==> config.mk <==
export PLATFORM = sky130hd
export DESIGN_NAME = tone_sequencer
export DESIGN_NICKNAME = d
export VERILOG_FILES = /design/src/rtl/tone_seq_pkg.sv /design/src/rtl/note_ram.sv /design/src/rtl/tone_sequencer.sv
export SDC_FILE = /design/constraint.sdc
export NUM_CORES = 1
export LEC_CHECK = 0
export CORE_MARGIN = 10
export CORE_UTILIZATION = 68
export DETAILED_ROUTE_END_ITERATION = 8
export DONT_BUFFER_PORTS = 1
export GPL_TIMING_DRIVEN = 0
export PLACE_DENSITY = 0.94
export SYNTH_ARGS = -nofsm -noshare
export SYNTH_HDL_FRONTEND = slang
export SYNTH_SLANG_ARGS = --single-unit
==> constraint.sdc <==
create_clock -name clk -period 5.05 [get_ports clk]
set_input_delay 1.01 -clock clk [delete_from_list [all_inputs] [get_ports clk]]
set_output_delay 1.01 -clock clk [all_outputs]
set_load 0.01 [all_outputs]
==> src/rtl/tone_seq_pkg.sv <==
// Shared types and sizing constants for the tone sequencer and its note memory.
package tone_seq_pkg;

    typedef enum logic [1:0] {
        S_IDLE = 2'd0,
        S_TONE = 2'd1,
        S_GAP  = 2'd2,
        S_DONE = 2'd3
    } state_e;

    localparam int MAX_LEN = 32;
    localparam int ADDR_W  = 5;
    localparam int NOTE_W  = 3;
    localparam int TIMER_W = 24;

endpackage

==> src/rtl/note_ram.sv <==
// 32 x 3-bit note store: synchronous write, asynchronous read.
module note_ram
    import tone_seq_pkg::*;
(
    input  logic              clk,
    input  logic              i_wr_en,
    input  logic [ADDR_W-1:0] i_wr_addr,
    input  logic [NOTE_W-1:0] i_wr_data,
    input  logic [ADDR_W-1:0] i_rd_addr,
    output logic [NOTE_W-1:0] o_rd_data
);

    logic [NOTE_W-1:0] r_mem [MAX_LEN];

    // NOTE: no reset on the array; stored melodies must survive a reset pulse.
    always_ff @(posedge clk) begin
        if (i_wr_en) begin
            r_mem[i_wr_addr] <= i_wr_data;
        end
    end

    assign o_rd_data = r_mem[i_rd_addr];

endmodule

==> src/rtl/tone_sequencer.sv <==
// Plays a stored melody: each note sounds for TONE_CYCLES, followed by GAP_CYCLES of silence.
module tone_sequencer
    import tone_seq_pkg::*;
#(
    parameter int TONE_CYCLES = 12500000,
    parameter int GAP_CYCLES  = 2500000
) (
    input  logic              clk,
    input  logic              reset,
    input  logic              wr_en,
    input  logic [ADDR_W-1:0] wr_addr,
    input  logic [NOTE_W-1:0] wr_note,
    input  logic [5:0]        seq_len,
    input  logic              start,
    input  logic              abort,
    output logic [NOTE_W-1:0] note,
    output logic              en,
    output logic              busy,
    output logic [ADDR_W-1:0] step,
    output logic              done
);

    localparam logic [TIMER_W-1:0] TONE_LOAD = TIMER_W'(TONE_CYCLES - 1);
    localparam logic [TIMER_W-1:0] GAP_LOAD  = TIMER_W'(GAP_CYCLES - 1);

    state_e              r_state, w_state_next;
    logic [TIMER_W-1:0]  r_timer, w_timer_next;
    logic [ADDR_W-1:0]   r_step,  w_step_next;
    logic [ADDR_W-1:0]   r_last;
    logic                r_len_zero;
    logic                r_start;
    logic [NOTE_W-1:0]   r_note,  w_note_next;
    logic                r_en, r_busy, r_done;
    logic [NOTE_W-1:0]   w_rd_data;
    logic                w_start_ok;

    // Start is captured one cycle ahead of the FSM, so a same-cycle write lands before the first read.
    assign w_start_ok = start && !abort && (r_state == S_IDLE);

    note_ram u_note_ram (
        .clk       (clk),
        .i_wr_en   (wr_en && (r_state == S_IDLE)),
        .i_wr_addr (wr_addr),
        .i_wr_data (wr_note),
        .i_rd_addr (w_step_next),
        .o_rd_data (w_rd_data)
    );

    // NOTE: every combinational output gets a default first so no path leaves it unassigned (no latches).
    always_comb begin
        w_state_next = r_state;
        w_timer_next = r_timer;
        w_step_next  = r_step;
        case (r_state)
            S_IDLE: begin
                if (r_start && !abort) begin
                    w_step_next = '0;
                    if (r_len_zero) begin
                        w_state_next = S_DONE;
                        w_timer_next = '0;
                    end else begin
                        w_state_next = S_TONE;
                        w_timer_next = TONE_LOAD;
                    end
                end
            end
            S_TONE: begin
                if (abort) begin
                    w_state_next = S_IDLE;
                    w_step_next  = '0;
                    w_timer_next = '0;
                end else if (r_timer == '0) begin
                    w_state_next = S_GAP;
                    w_timer_next = GAP_LOAD;
                end else begin
                    w_timer_next = r_timer - 1'b1;
                end
            end
            S_GAP: begin
                if (abort) begin
                    w_state_next = S_IDLE;
                    w_step_next  = '0;
                    w_timer_next = '0;
                end else if (r_timer == '0) begin
                    if (r_step == r_last) begin
                        w_state_next = S_DONE;
                        w_timer_next = '0;
                    end else begin
                        w_state_next = S_TONE;
                        w_step_next  = r_step + 1'b1;
                        w_timer_next = TONE_LOAD;
                    end
                end else begin
                    w_timer_next = r_timer - 1'b1;
                end
            end
            S_DONE: begin
                w_state_next = S_IDLE;
                w_step_next  = '0;
                w_timer_next = '0;
            end
            default: begin
                w_state_next = S_IDLE;
                w_step_next  = '0;
                w_timer_next = '0;
            end
        endcase

        case (w_state_next)
            S_TONE:  w_note_next = w_rd_data;
            S_GAP:   w_note_next = r_note;
            default: w_note_next = '0;
        endcase
    end

    // NOTE: sequential state uses non-blocking assignments so all registers update from pre-edge values.
    always_ff @(posedge clk or posedge reset) begin
        if (reset) begin
            r_state    <= S_IDLE;
            r_timer    <= '0;
            r_step     <= '0;
            r_last     <= '0;
            r_len_zero <= 1'b0;
            r_start    <= 1'b0;
            r_note     <= '0;
            r_en       <= 1'b0;
            r_busy     <= 1'b0;
            r_done     <= 1'b0;
        end else begin
            r_state <= w_state_next;
            r_timer <= w_timer_next;
            r_step  <= w_step_next;
            r_start <= w_start_ok;
            if (w_start_ok) begin
                r_len_zero <= (seq_len == '0);
                r_last     <= (seq_len >= 6'(MAX_LEN)) ? ADDR_W'(MAX_LEN - 1)
                                                       : ADDR_W'(seq_len - 6'd1);
            end
            r_note <= w_note_next;
            r_en   <= (w_state_next == S_TONE);
            r_busy <= (w_state_next == S_TONE) || (w_state_next == S_GAP);
            r_done <= (w_state_next == S_DONE);
        end
    end

    assign note = r_note;
    assign en   = r_en;
    assign busy = r_busy;
    assign step = r_step;
    assign done = r_done;

endmodule

==> flow_metrics.tcl, run 1 <==
set metrics [dict create \
    drive_above_1_share 0.108 \
    grt-busiest-layer "met2" \
    crit_path_start "r_timer[0]$_DFFE_PP0P_" \
    cts-resized-gates 0 \
    hpwlAfterDp_um 10300 \
    die-height_um 119 \
    drv_slew 0 \
    wl_per_cell_um 22.0 \
    path_cells "inv_1 > ha_1 > nor3b_1 > nand4b_1 > a2111oi_1 > a21oi_1 > a31oi_4 > buf_6 > mux2i_1 > nor2_1 > o22ai_1 > o32ai_1 > a2111o_1" \
    drtIter0Drc 557 \
    rr_startpoint "r_timer[0]$_DFFE_PP0P_" \
    hold_class "reg2reg" \
    min_to "r_timer[7]$_DFFE_PP0P_" \
    finalPower_uw 2930 \
    routed_via_density 6.69 \
    synth_cell_types 64 \
    ctsHoldBuffers 0 \
    synth_ff_type "edfxtp_1" \
    clockRootBuffer "clkbuf_8" \
    rsz0062_at_grt "no" \
    grt_use_total 0.217 \
    worstPathArrival_ps 4180 \
    antenna_found_initial 0 \
    grt_pass1_vias 4577 \
    synthArstFlopShare 0.314 \
    tns_ps 0 \
    status "finished clean" \
    synthesis.nets 560 \
    fp.coreArea_um2 9680 \
    drt_pre_antenna_iters 6 \
    insertedDiodeCount 0 \
    leakagePower_uw 0.00257 \
    worstSetupPathType "reg2reg" \
    r2r_slack_ps 1290 \
    r2r-end "note[0]$_DFFE_PP0P_" \
    synth_seq_cells 140 \
    yosysWarnings 0 \
    hold_violations 0 \
    preCtsSetupSlack_ps 1410 \
    routabilityCongestion 0.936 \
    synth.cell_area_um2 6680 \
    met2_usage 0.346 \
    fmax_mhz 266 \
    cts-htree-levels 4 \
    clock_latency_ps 540 \
    synth-edff-count 96 \
    ioPinCount 30 \
    initial_core_util 0.690 \
    nets 579 \
    maxCapViolations 0 \
    area_growth_pct 10.4 \
    cts_made_buffers 17 \
    post-route-period-util 0.745 \
    crit_slowest_cell "a2111oi_1" \
    postCtsSetupRepairBufs 0 \
    cpPeakStageDelay_ps 610 \
    vdd_drop_max_mv 0.512 \
    synthCells 533 \
    reg2regPathDepth 13 \
    drc_errors 0 \
    setup_violations 0 \
    ys_seq_area_frac 0.597 \
    clk_pin_slew_ps 60 \
    hold_depth 1 \
    drtAntennaViolNets 0 \
    dieWidth_um 119 \
    fillers 539 \
    cp.required_ps 5470 \
    min_period_ps 3760 \
    cts_tree "done" \
    overflow 0 \
    start_kind "register" \
    grt_max_degree 45 \
    crit_fanout 10 \
    clkSinkCount 140 \
    fin_skew_ps 10.6 \
    routed_wl_um 15300 \
    grt_use_met3 0.0680 \
    relSlewSlack 0.393 \
    stdcell_area_um2 7370 \
    die_area_um2 14200 \
    max-clock-path-buffers 2 \
    grt_first_pass_wirelength_um 24200 \
    power.density_nw_per_um2 398 \
    dpl_cell_area_um2 6840 \
    io_buffer_count 0 \
    syn_avg_cell_area_um2 12.5 \
    hp-start "r_timer[7]$_DFFE_PP0P_" \
    fin_ws_ps 1290 \
    rows 36 \
    gr-usage-met1 0.271 \
    vias 4667 \
    crit_path_end_kind "register" \
    worst_pin_slew_ps 909 \
]
metal layers:
metal,vias to the layer above,part of all wire
met5,-,0
met1,2259,0.38
met2,326,0.48
met4,0,0.022
met3,36,0.11
li1,2046,-
cell families (layout without fill, tap and decap cells):
family,after synthesis,in the layout,synth area share
adder cells (fa/ha/maj),8,8,0.0150
XOR/XNOR,9,9,0.0118
AND/OR/NAND/NOR,170,170,0.128
flip-flops,140,140,0.597
AO/OA/AOI/OAI,92,92,0.0961
buffers and inverters,35,67,0.0330
multiplexers,79,79,0.120
critical path: cells and delay by family, from the launching register on:
family / cells / cell delay (ps)
compound gates: 6 / 1870
simple gates: 3 / 580
flops: 1 / 420
buf+inv: 2 / 350
mux: 1 / 270
fa+ha+maj: 1 / 160
state kept, by name, indices dropped and copies added (netlist names):
| name | count |
|---|---|
| u_note_ram.r_mem | 96 |
| r_timer | 24 |
| r_last | 5 |
| step | 5 |
| note | 3 |
| r_state | 2 |
| busy | 1 |
| done | 1 |
| en | 1 |
| r_len_zero | 1 |
| r_start | 1 |
layout by cell type, fill, tap and decap left out, types with 8 or more instances in the layout:
| cell type | n |
|---|---|
| a21oi_1 | 22 |
| a31oi_1 | 11 |
| clkbuf_1 | 13 |
| clkbuf_16 | 16 |
| dfrtp_1 | 44 |
| edfxtp_1 | 96 |
| ha_1 | 8 |
| inv_1 | 12 |
| mux2i_1 | 74 |
| nand2_1 | 21 |
| nor2_1 | 78 |
| nor3_1 | 12 |
| o21ai_0 | 17 |
| or3_1 | 9 |
cell usage after synthesis (all sizes together) (4+ instances only):
cell | number | area share
nor3b | 6 | 0.0067
clkbuf | 11 | 0.0062
o21ai | 20 | 0.016
a311oi | 5 | 0.0066
nand3b | 4 | 0.0045
xor2 | 6 | 0.0079
mux2i | 74 | 0.11
nand4 | 5 | 0.0047
nand2b | 6 | 0.0056
buf | 10 | 0.019
edfxtp | 96 | 0.43
ha | 8 | 0.015
nor3 | 13 | 0.011
nor4 | 5 | 0.0069
nand2 | 21 | 0.012
nand3 | 5 | 0.0037
o22a | 6 | 0.0079
mux2 | 5 | 0.0090
or2 | 4 | 0.0037
dfrtp | 44 | 0.16
a31oi | 12 | 0.013
a21o | 6 | 0.0067
or3 | 9 | 0.0084
nor2 | 78 | 0.044
a21oi | 22 | 0.016
inv | 13 | 0.0073
final cells by class:
class	count	area [µm²]	area share
Clock inverter	12	91.3	0.0124
Tap cell	133	166	0.0226
Sequential cell	140	3980	0.540
Clock buffer	20	435	0.0591
Multi-Input combinational cell	358	2470	0.336
Inverter	14	53.8	0.00730
Buffer	21	166	0.0226
worst max path at each step:
stage | endpoint | slack, ps
final | note[0]$_DFFE_PP0P_ | 1290
after global routing | note[0]$_DFFE_PP0P_ | 910
after CTS | note[0]$_DFFE_PP0P_ | 1310
after detailed placement | note[0]$_DFFE_PP0P_ | 1410
after global placement | note[0]$_DFFE_PP0P_ | 1570
after floorplan | note[0]$_DFFE_PP0P_ | 1880
power breakdown:
part | internal [µW] | switching [µW] | leakage (µW)
combinational | 152 | 251 | 0.000923
clock | 618 | 480 | 0.000244
sequential | 1320 | 109 | 0.00140
through the flow:
| stage | utilization | instances | hold WS [ps] |
|---|---|---|---|
| floorplan | - | 533 | 466 |
| global placement | 0.707 | 666 | 485 |
| detailed placement | 0.707 | 666 | 497 |
| CTS | 0.761 | 698 | 522 |
| global route | 0.761 | 698 | 549 |
| finish | 0.761 | 698 | 532 |
Note: power is estimated with default switching activity, not from simulation.
==> run 2, diff against run 1 <==
CORE_UTILIZATION = 63   (was 68)
PLACE_DENSITY = 0.89   (was 0.94)
clock period = 3.75 ns   (was 5.05 ns; I/O delays follow)
==> flow_metrics.tcl, run 2 (synthesis gave the netlist of run 1 again) <==
set metrics [dict create \
    status "finished clean" \
    final_cell_mix "edfxtp_1 (96), nor2_1 (78), mux2i_1 (74)" \
    rsz0062_at_grt "no" \
    max-clock-path-buffers 2 \
    cp.required_ps 4170 \
    power.density_nw_per_um2 550 \
    die-height_um 123 \
    drive_above_1_share 0.115 \
    cts_made_buffers 17 \
    worst_pin_slew_ps 919 \
    cts_tree "done" \
    die_area_um2 15100 \
    start_kind "register" \
    vias 4515 \
    maxCapViolations 0 \
    vdd_drop_max_mv 0.521 \
    r2r-end "note[0]$_DFFE_PP0P_" \
    dieWidth_um 123 \
    overflow 0 \
    worstPathArrival_ps 3920 \
    r2r_slack_ps 250 \
    fillers 694 \
    insertedDiodeCount 0 \
    grt_max_degree 45 \
    crit_fanout 10 \
    ioPinCount 30 \
    tns_ps 0 \
    setup_violations 0 \
    drt_pre_antenna_iters 6 \
    routed_via_density 6.44 \
    hold_violations 0 \
    antenna_found_initial 0 \
    drc_errors 0 \
    cp_num_cells 13 \
    fmax_mhz 285 \
    fin_skew_ps 7.55 \
    power_frac_seq 0.472 \
    clockRootBuffer "clkbuf_8" \
    grt_first_pass_wirelength_um 23200 \
    relSlewSlack 0.386 \
    largest_reg_flops 96 \
    power_switching_uw 1150 \
    reg_top3 "u_note_ram.r_mem (96), r_timer (24)" \
    hpwlAfterDp_um 9970 \
    crit_path_end_kind "register" \
    hold_class "in2async" \
    path_common_cell "a21o_1" \
    worstSetupPathType "reg2reg" \
    grt_pass1_vias 4351 \
    cp_num_buf_inv 3 \
    power_frac_clock 0.396 \
    cpPeakStageDelay_ps 600 \
    reg2regPathDepth 13 \
    io_buffer_count 0 \
    crit_family "simple AND/OR/NAND/NOR gates" \
    clk_pin_slew_ps 60 \
    drtAntennaViolNets 0 \
    clock_latency_ps 540 \
    fp.coreArea_um2 10300 \
    post-route-period-util 0.934 \
    top_register "u_note_ram.r_mem" \
    final_common_cell "edfxtp_1" \
    netSwitchingFraction 0.281 \
    instances_no_fill 701 \
    initial_core_util 0.647 \
    wl_per_cell_um 21.4 \
    internal_power_uw 2940 \
    routed_wl_um 15000 \
    rr_startpoint "r_timer[0]$_DFFE_PP0P_" \
    leakagePower_uw 0.00260 \
    rows 37 \
    crit_slowest_cell "nor2_1" \
    pwr-share-comb 0.132 \
    routabilityCongestion 0.953 \
    min_period_ps 3500 \
    drv_slew 0 \
    nets 579 \
    clkSinkCount 140 \
    drtIter0Drc 479 \
    cts-htree-levels 4 \
    grt_use_total 0.206 \
    area_growth_pct 11.3 \
    path_cells "inv_1 > ha_1 > nor3b_1 > nand4b_1 > nor2_1 > a21o_1 > a21o_1 > buf_4 > buf_2 > o21ai_0 > o22ai_1 > o32ai_1 > a2111o_1" \
    postCtsSetupRepairBufs 0 \
    placed_cells 669 \
]
run 2: layout make-up:
class                   count  area, µm²  share of cell area
clock inverters            15        163              0.0219
clock buffers              17        414              0.0557
well taps                 136        170              0.0229
inverters                  14       53.8             0.00724
flip-flops and latches    140       3980               0.536
multi-input cells         358       2480               0.334
plain buffers              21        166              0.0224
run 2: power groups by stage:
| stage | logic [µW] | clock network, µW | registers (µW) |
|---|---|---|---|
| finish | 541 | 1620 | 1930 |
| global route | 595 | 1720 | 1940 |
| CTS | 530 | 1630 | 1920 |
| detailed placement | 521 | 0 | 1950 |
| global placement | 498 | 0 | 1940 |
| floorplan | 399 | 0 | 1910 |
run 2: metrics by stage:
stage               setup WS (ps)  total power, µW   util  hold slack, ps  instance area (µm²)
global route                 76.7             4260  0.720             276                 7430
finish                        246             4090  0.720             293                 7430
global placement              320             2440  0.663             486                 6850
CTS                           243             4080  0.719             288                 7420
floorplan                     837             2310      -             466                 6680
detailed placement            284             2470  0.663             516                 6850
run 2: how the worst max path moves through the flow:
stage / start / end / slack [ps]
detailed placement: r_timer[0]$_DFFE_PP0P_ / note[0]$_DFFE_PP0P_ / 280
global placement: r_timer[0]$_DFFE_PP0P_ / note[0]$_DFFE_PP0P_ / 320
finish: r_timer[0]$_DFFE_PP0P_ / note[0]$_DFFE_PP0P_ / 250
global route: r_timer[0]$_DFFE_PP0P_ / r_timer[22]$_DFFE_PP0P_ / 80
CTS: r_timer[0]$_DFFE_PP0P_ / note[0]$_DFFE_PP0P_ / 240
floorplan: r_timer[0]$_DFFE_PP0P_ / note[0]$_DFFE_PP0P_ / 840
run 2: timing repair:
item	4_1_cts	5_1_grt
resized for setup	0	2
hold buffers	0	0
setup endpoints to repair	0	3
run 2: per-layer routing:
metal,track usage,part of all wire,vias up,routed length [µm]
li1,-,-,2038,-
met1,0.261,0.40,2187,6080
met2,0.318,0.47,250,7080
met3,0.0638,0.093,40,1400
met4,0.0972,0.031,0,463
met5,0,0,-,0
run 2: worst reg2reg max path, stage by stage (launching register included):
cell,delay (ps)
dfrtp_1,420
inv_1,90
ha_1,160
nor3b_1,320
nand4b_1,260
nor2_1,600
a21o_1,190
a21o_1,100
buf_4,210
buf_2,290
o21ai_0,140
o22ai_1,130
o32ai_1,120
a2111o_1,360
==> run 3, diff against run 2 <==
--- a/config.mk
+++ b/config.mk
@@ -13,2 +13,3 @@
 export PLACE_DENSITY = 0.89
+export SKIP_CTS_REPAIR_TIMING = 1
 export SYNTH_ARGS = -nofsm -noshare
--- a/constraint.sdc
+++ b/constraint.sdc
@@ -3,2 +3,2 @@
 set_output_delay 0.75 -clock clk [all_outputs]
-set_load 0.01 [all_outputs]
+set_load 0.1 [all_outputs]
==> flow_metrics.tcl, run 3 (synthesis gave the netlist of run 1 again) <==
set metrics [dict create \
    multi_input_area_um2 2480 \
    cp.required_ps 4170 \
    max-clock-path-buffers 2 \
    ioPinCount 30 \
    start_kind "register" \
    cts-htree-levels 4 \
    routabilityCongestion 0.953 \
    drc_errors 0 \
    crit_slowest_cell "nor2_1" \
    drtAntennaViolNets 0 \
    area_growth_pct 11.4 \
    wl_per_cell_um 21.5 \
    grt_max_degree 45 \
    path_common_cell "a21o_1" \
    tns_ps 0 \
    cp_num_cells 13 \
    r2r-end "note[0]$_DFFE_PP0P_" \
    final_common_cell "edfxtp_1" \
    die_area_um2 15100 \
    reg_top3 "u_note_ram.r_mem (96), r_timer (24)" \
    fillers 696 \
    min_period_ps 3500 \
    hpwlAfterDp_um 9970 \
    hold_violations 0 \
    crit_path_end_kind "register" \
    hold_class "in2async" \
    power.density_nw_per_um2 562 \
    final_cell_mix "edfxtp_1 (96), nor2_1 (78), mux2i_1 (74)" \
    grt_pass1_vias 4351 \
    drive_above_1_share 0.124 \
    top_register "u_note_ram.r_mem" \
    cts_made_buffers 17 \
    initial_core_util 0.647 \
    grt_first_pass_wirelength_um 23200 \
    drt_pre_antenna_iters 5 \
    path_cells "inv_1 > ha_1 > nor3b_1 > nand4b_1 > nor2_1 > a21o_1 > a21o_1 > buf_4 > buf_2 > o21ai_0 > o22ai_1 > o32ai_1 > a2111o_1" \
    post-route-period-util 0.933 \
    io_buffer_count 0 \
    clk_pin_slew_ps 60 \
    drv_slew 0 \
    status "finished clean" \
    rr_startpoint "r_timer[0]$_DFFE_PP0P_" \
    crit_fanout 10 \
    worstSetupPathType "reg2reg" \
    nets 579 \
    antenna_found_initial 0 \
    dieWidth_um 123 \
    cts_tree "done" \
    relSlewSlack 0.360 \
    insertedDiodeCount 0 \
    fp.coreArea_um2 10300 \
    register_area_um2 3990 \
    drtIter0Drc 490 \
    fmax_mhz 286 \
    clockRootBuffer "clkbuf_8" \
    clock_latency_ps 540 \
    vdd_drop_max_mv 0.518 \
    die-height_um 123 \
    cp_num_buf_inv 3 \
    worstPathArrival_ps 3920 \
    rows 37 \
    largest_reg_flops 96 \
    worst_pin_slew_ps 960 \
    rsz0062_at_grt "no" \
    finalPower_uw 4180 \
    cpPeakStageDelay_ps 600 \
    overflow 0 \
    grt_use_total 0.206 \
    routed_via_density 6.45 \
    r2r_slack_ps 250 \
    maxCapViolations 0 \
    routed_wl_um 15000 \
    fin_skew_ps 7.00 \
    setup_violations 0 \
    vias 4520 \
    crit_family "simple AND/OR/NAND/NOR gates" \
    clkSinkCount 140 \
    reg2regPathDepth 13 \
    leakagePower_uw 0.00259 \
]
run 3: worst max-delay path by stage:
stage	startpoint	end	slack [ps]
CTS	step[0]$_DFF_PP0_	note[0]$_DFFE_PP0P_	20
global route	r_timer[0]$_DFFE_PP0P_	r_timer[22]$_DFFE_PP0P_	80
floorplan	step[1]$_DFF_PP0_	note[0]$_DFFE_PP0P_	460
finish	r_timer[0]$_DFFE_PP0P_	note[0]$_DFFE_PP0P_	250
detailed placement	step[1]$_DFF_PP0_	note[0]$_DFFE_PP0P_	60
global placement	step[0]$_DFF_PP0_	note[0]$_DFFE_PP0P_	50
run 3: stage by stage:
| stage | instance area [µm²] | hold slack [ps] | utilization | setup slack (ps) | cells |
|---|---|---|---|---|---|
| finish | 7440 | 290 | 0.721 | 251 | 701 |
| global placement | 6850 | 486 | 0.663 | 52.9 | 669 |
| floorplan | 6680 | 466 | - | 465 | 533 |
| global route | 7440 | 276 | 0.721 | 76.7 | 701 |
| CTS | 7420 | 288 | 0.719 | 21.6 | 701 |
| detailed placement | 6850 | 516 | 0.663 | 55.4 | 669 |
run 3: final cells by class:
cell class | count | share of cell area
plain buffers | 21 | 0.0224
clock inverters | 15 | 0.0219
inverters | 14 | 0.00723
clock buffers | 17 | 0.0557
well taps | 136 | 0.0229
flip-flops and latches | 140 | 0.536
multi-input cells | 358 | 0.334
run 3: power breakdown:
group | switching, µW | internal, µW
sequential | 244 | 1780
combinational | 337 | 205
clock | 663 | 956
total | 1240 | 2940
run 3: routing by layer:
layer,track usage,up-vias,part of all wire
li1,-,2037,-
met1,0.261,2194,0.41
met2,0.318,249,0.47
met3,0.0638,40,0.088
met4,0.0972,0,0.030
met5,0,-,0
==> variant, RTL diff (settings of run 3) <==
Re-encode `state_e` (4 states) as Gray code, 2 bits wide.
--- a/src/rtl/tone_seq_pkg.sv
+++ b/src/rtl/tone_seq_pkg.sv
@@ -3,8 +3,8 @@
 
     typedef enum logic [1:0] {
-        S_IDLE = 2'd0,
-        S_TONE = 2'd1,
-        S_GAP  = 2'd2,
-        S_DONE = 2'd3
+        S_IDLE = 2'b00,
+        S_TONE = 2'b01,
+        S_GAP  = 2'b11,
+        S_DONE = 2'b10
     } state_e;
 
Check against the original RTL: no difference found for any inputs over 10 cycles, from zero or initial values and one cycle with reset high; not proved beyond that.
==> variant against run 3 <==
  * Sequential cell count is the same
  * Worst hold slack gained 0.011 ns
  * Synthesized area rose by 0.47%
  * Critical path depth decreased by 2
  * Final area up 1.0%
  * Clock skew rose by 0.0039 ns
  * Worst setup slack got worse by 0.12 ns
  * Routed wire length is 11% higher
  * Largest cell class unchanged
  * Final cell count increased by 3.1%
  * Die area up 0.39%
Power is not compared: it rests on default switching activity, and its combinational part moved more than twofold at a synthesized area within 25%.
==> variant: results (changes against run 3) <==
- Cell count after synthesis: 553 (was 533)
- Dpl cell area: 6880 sq um (was 6850 sq um)
- Register area share after synthesis: 59.4% (was 59.7%)
- Result of the run: completed (unchanged)
- Number of distinct standard cells referenced by the synthesized netlist: 69 (was 64)
- Routed WL: 16700 um (was 15000 um)
- Skew final: 0.0109 ns (was 0.00700 ns)
- Setup WS pre-CTS: -0.105 ns (was 0.0554 ns)
- FF-to-FF setup slack: 0.13 ns (was 0.25 ns)
- Cell depth of the worst flop-to-flop path: 11 (was 13)
- Dominant cells by area after synthesis: sky130_fd_sc_hd__edfxtp_1 43%, sky130_fd_sc_hd__dfrtp_1 16%, sky130_fd_sc_hd__mux2i_1 8.2% (was sky130_fd_sc_hd__edfxtp_1 43%, sky130_fd_sc_hd__dfrtp_1 16%, sky130_fd_sc_hd__mux2i_1 11%)
- FILL cells: 650 (was 696)
- Reg-to-Reg Start: step[2] (was r_timer[0])
- Worst EP arrival: 4.03 ns (was 3.92 ns)
- RD Place Congestion: 0.953 (about the same)
- Inst Count DP: 689 (was 669)
- Proportion of layout cells with a drive suffix above 1: 12.9% (was 12.4%)
- Most common library cells after synthesis: 96 x sky130_fd_sc_hd__edfxtp_1, 80 x sky130_fd_sc_hd__nor2_1, 55 x sky130_fd_sc_hd__mux2i_1 (was 96 x sky130_fd_sc_hd__edfxtp_1, 78 x sky130_fd_sc_hd__nor2_1, 74 x sky130_fd_sc_hd__mux2i_1)
- Average detailed-routed wire length per instance: 23.1 um (was 21.5 um)
- Gr usage total: 22.5% (was 20.6%)
- First-iteration detailed-routing DRC count: 774 (was 490)
- HPWL Detailed: 10500 um (was 9970 um)
- Worst max-slew margin expressed relative to the limit: 36.7% (was 36.0%)
- Fraction of the cycle the final worst path needs: 96.5% (was 93.3%)
- Synth Net Count: 576 (was 560)
- Wire length of the first global-routing pass: 26200 um (was 23200 um)
- Via count of the first global-routing pass: 4984 (was 4351)
[variant: changes by cell type in the layout (fill, tap and decap cells not counted), moves of 5 or more]
cell	before	now
sky130_fd_sc_hd__o22a_1	6	12
sky130_fd_sc_hd__mux2_1	0	5
sky130_fd_sc_hd__nor3b_1	5	0
sky130_fd_sc_hd__a31oi_1	11	17
sky130_fd_sc_hd__mux2i_1	74	55
sky130_fd_sc_hd__a21oi_1	22	35
sky130_fd_sc_hd__nand2_1	21	29
[variant: area by class of cell]
cell class / count / area, sq um / share of cell area, %
Sequential cell: 140 / 4000 / 53.1
Multi-Input combinational cell: 374 / 2560 / 34.0
Clock buffer: 17 / 414 / 5.51
Tap cell: 136 / 170 / 2.26
Clock inverter: 15 / 160 / 2.13
Buffer: 22 / 140 / 1.86
Inverter: 17 / 63.8 / 0.849
Timing Repair Buffer: 2 / 15.0 / 0.200
[variant: worst max-delay path: stages, from the launching register on]
cell and delay, ns:
sky130_fd_sc_hd__dfrtp_2 0.76, sky130_fd_sc_hd__xor2_1 0.22, sky130_fd_sc_hd__nor4_4 0.53, sky130_fd_sc_hd__and3_1 0.24, sky130_fd_sc_hd__a22oi_1 0.12, sky130_fd_sc_hd__nand2_1 0.29, sky130_fd_sc_hd__buf_2 0.41, sky130_fd_sc_hd__mux2i_1 0.26
sky130_fd_sc_hd__mux2i_1 0.14, sky130_fd_sc_hd__a2bb2oi_1 0.21, sky130_fd_sc_hd__a31oi_1 0.10, sky130_fd_sc_hd__o221a_1 0.21
[variant: layer usage]
metal	global-route usage [%]	share of wire, %
met4	9.68	3.6
met5	0	0
met1	25.4	37
met2	38.4	51
met3	7.34	8.9
[variant: worst max-delay path by stage]
stage / start / to / slack (ns) / depth (start not counted)
after global routing: r_timer[0] / note[1] / -0.02 / 14
after floorplan: step[3] / note[1] / 0.48 / 12
after detailed placement: step[3] / note[0] / -0.11 / 11
final: step[2] / note[1] / 0.13 / 11
after CTS: step[3] / note[1] / -0.18 / 11
after global placement: step[3] / note[1] / -0.04 / 11
[variant: kinds of logic (layout without fill, tap and decap cells)]
family                     after synthesis  in the layout  share of synthesized area, %
and+or+nand+nor                        182            182                          14.4
xor gates and xnor gates                 8              8                          1.04
adders and majority gates                4              4                         0.746
DFF                                    140            140                          59.4
buffers and inverters                   39             73                          3.04
AOI/OAI and AO/OA                      118            118                          12.0
muxes                                   62             62                          9.38
[variant: power groups by stage]
stage | registers, W | logic, W | clock network, W
floorplan | 0.00186 | 0.000168 | 0
global placement | 0.00187 | 0.000202 | 0
detailed placement | 0.00188 | 0.000215 | 0
CTS | 0.00185 | 0.000218 | 0.00163
global route | 0.00186 | 0.000248 | 0.00172
finish | 0.00185 | 0.000224 | 0.00164
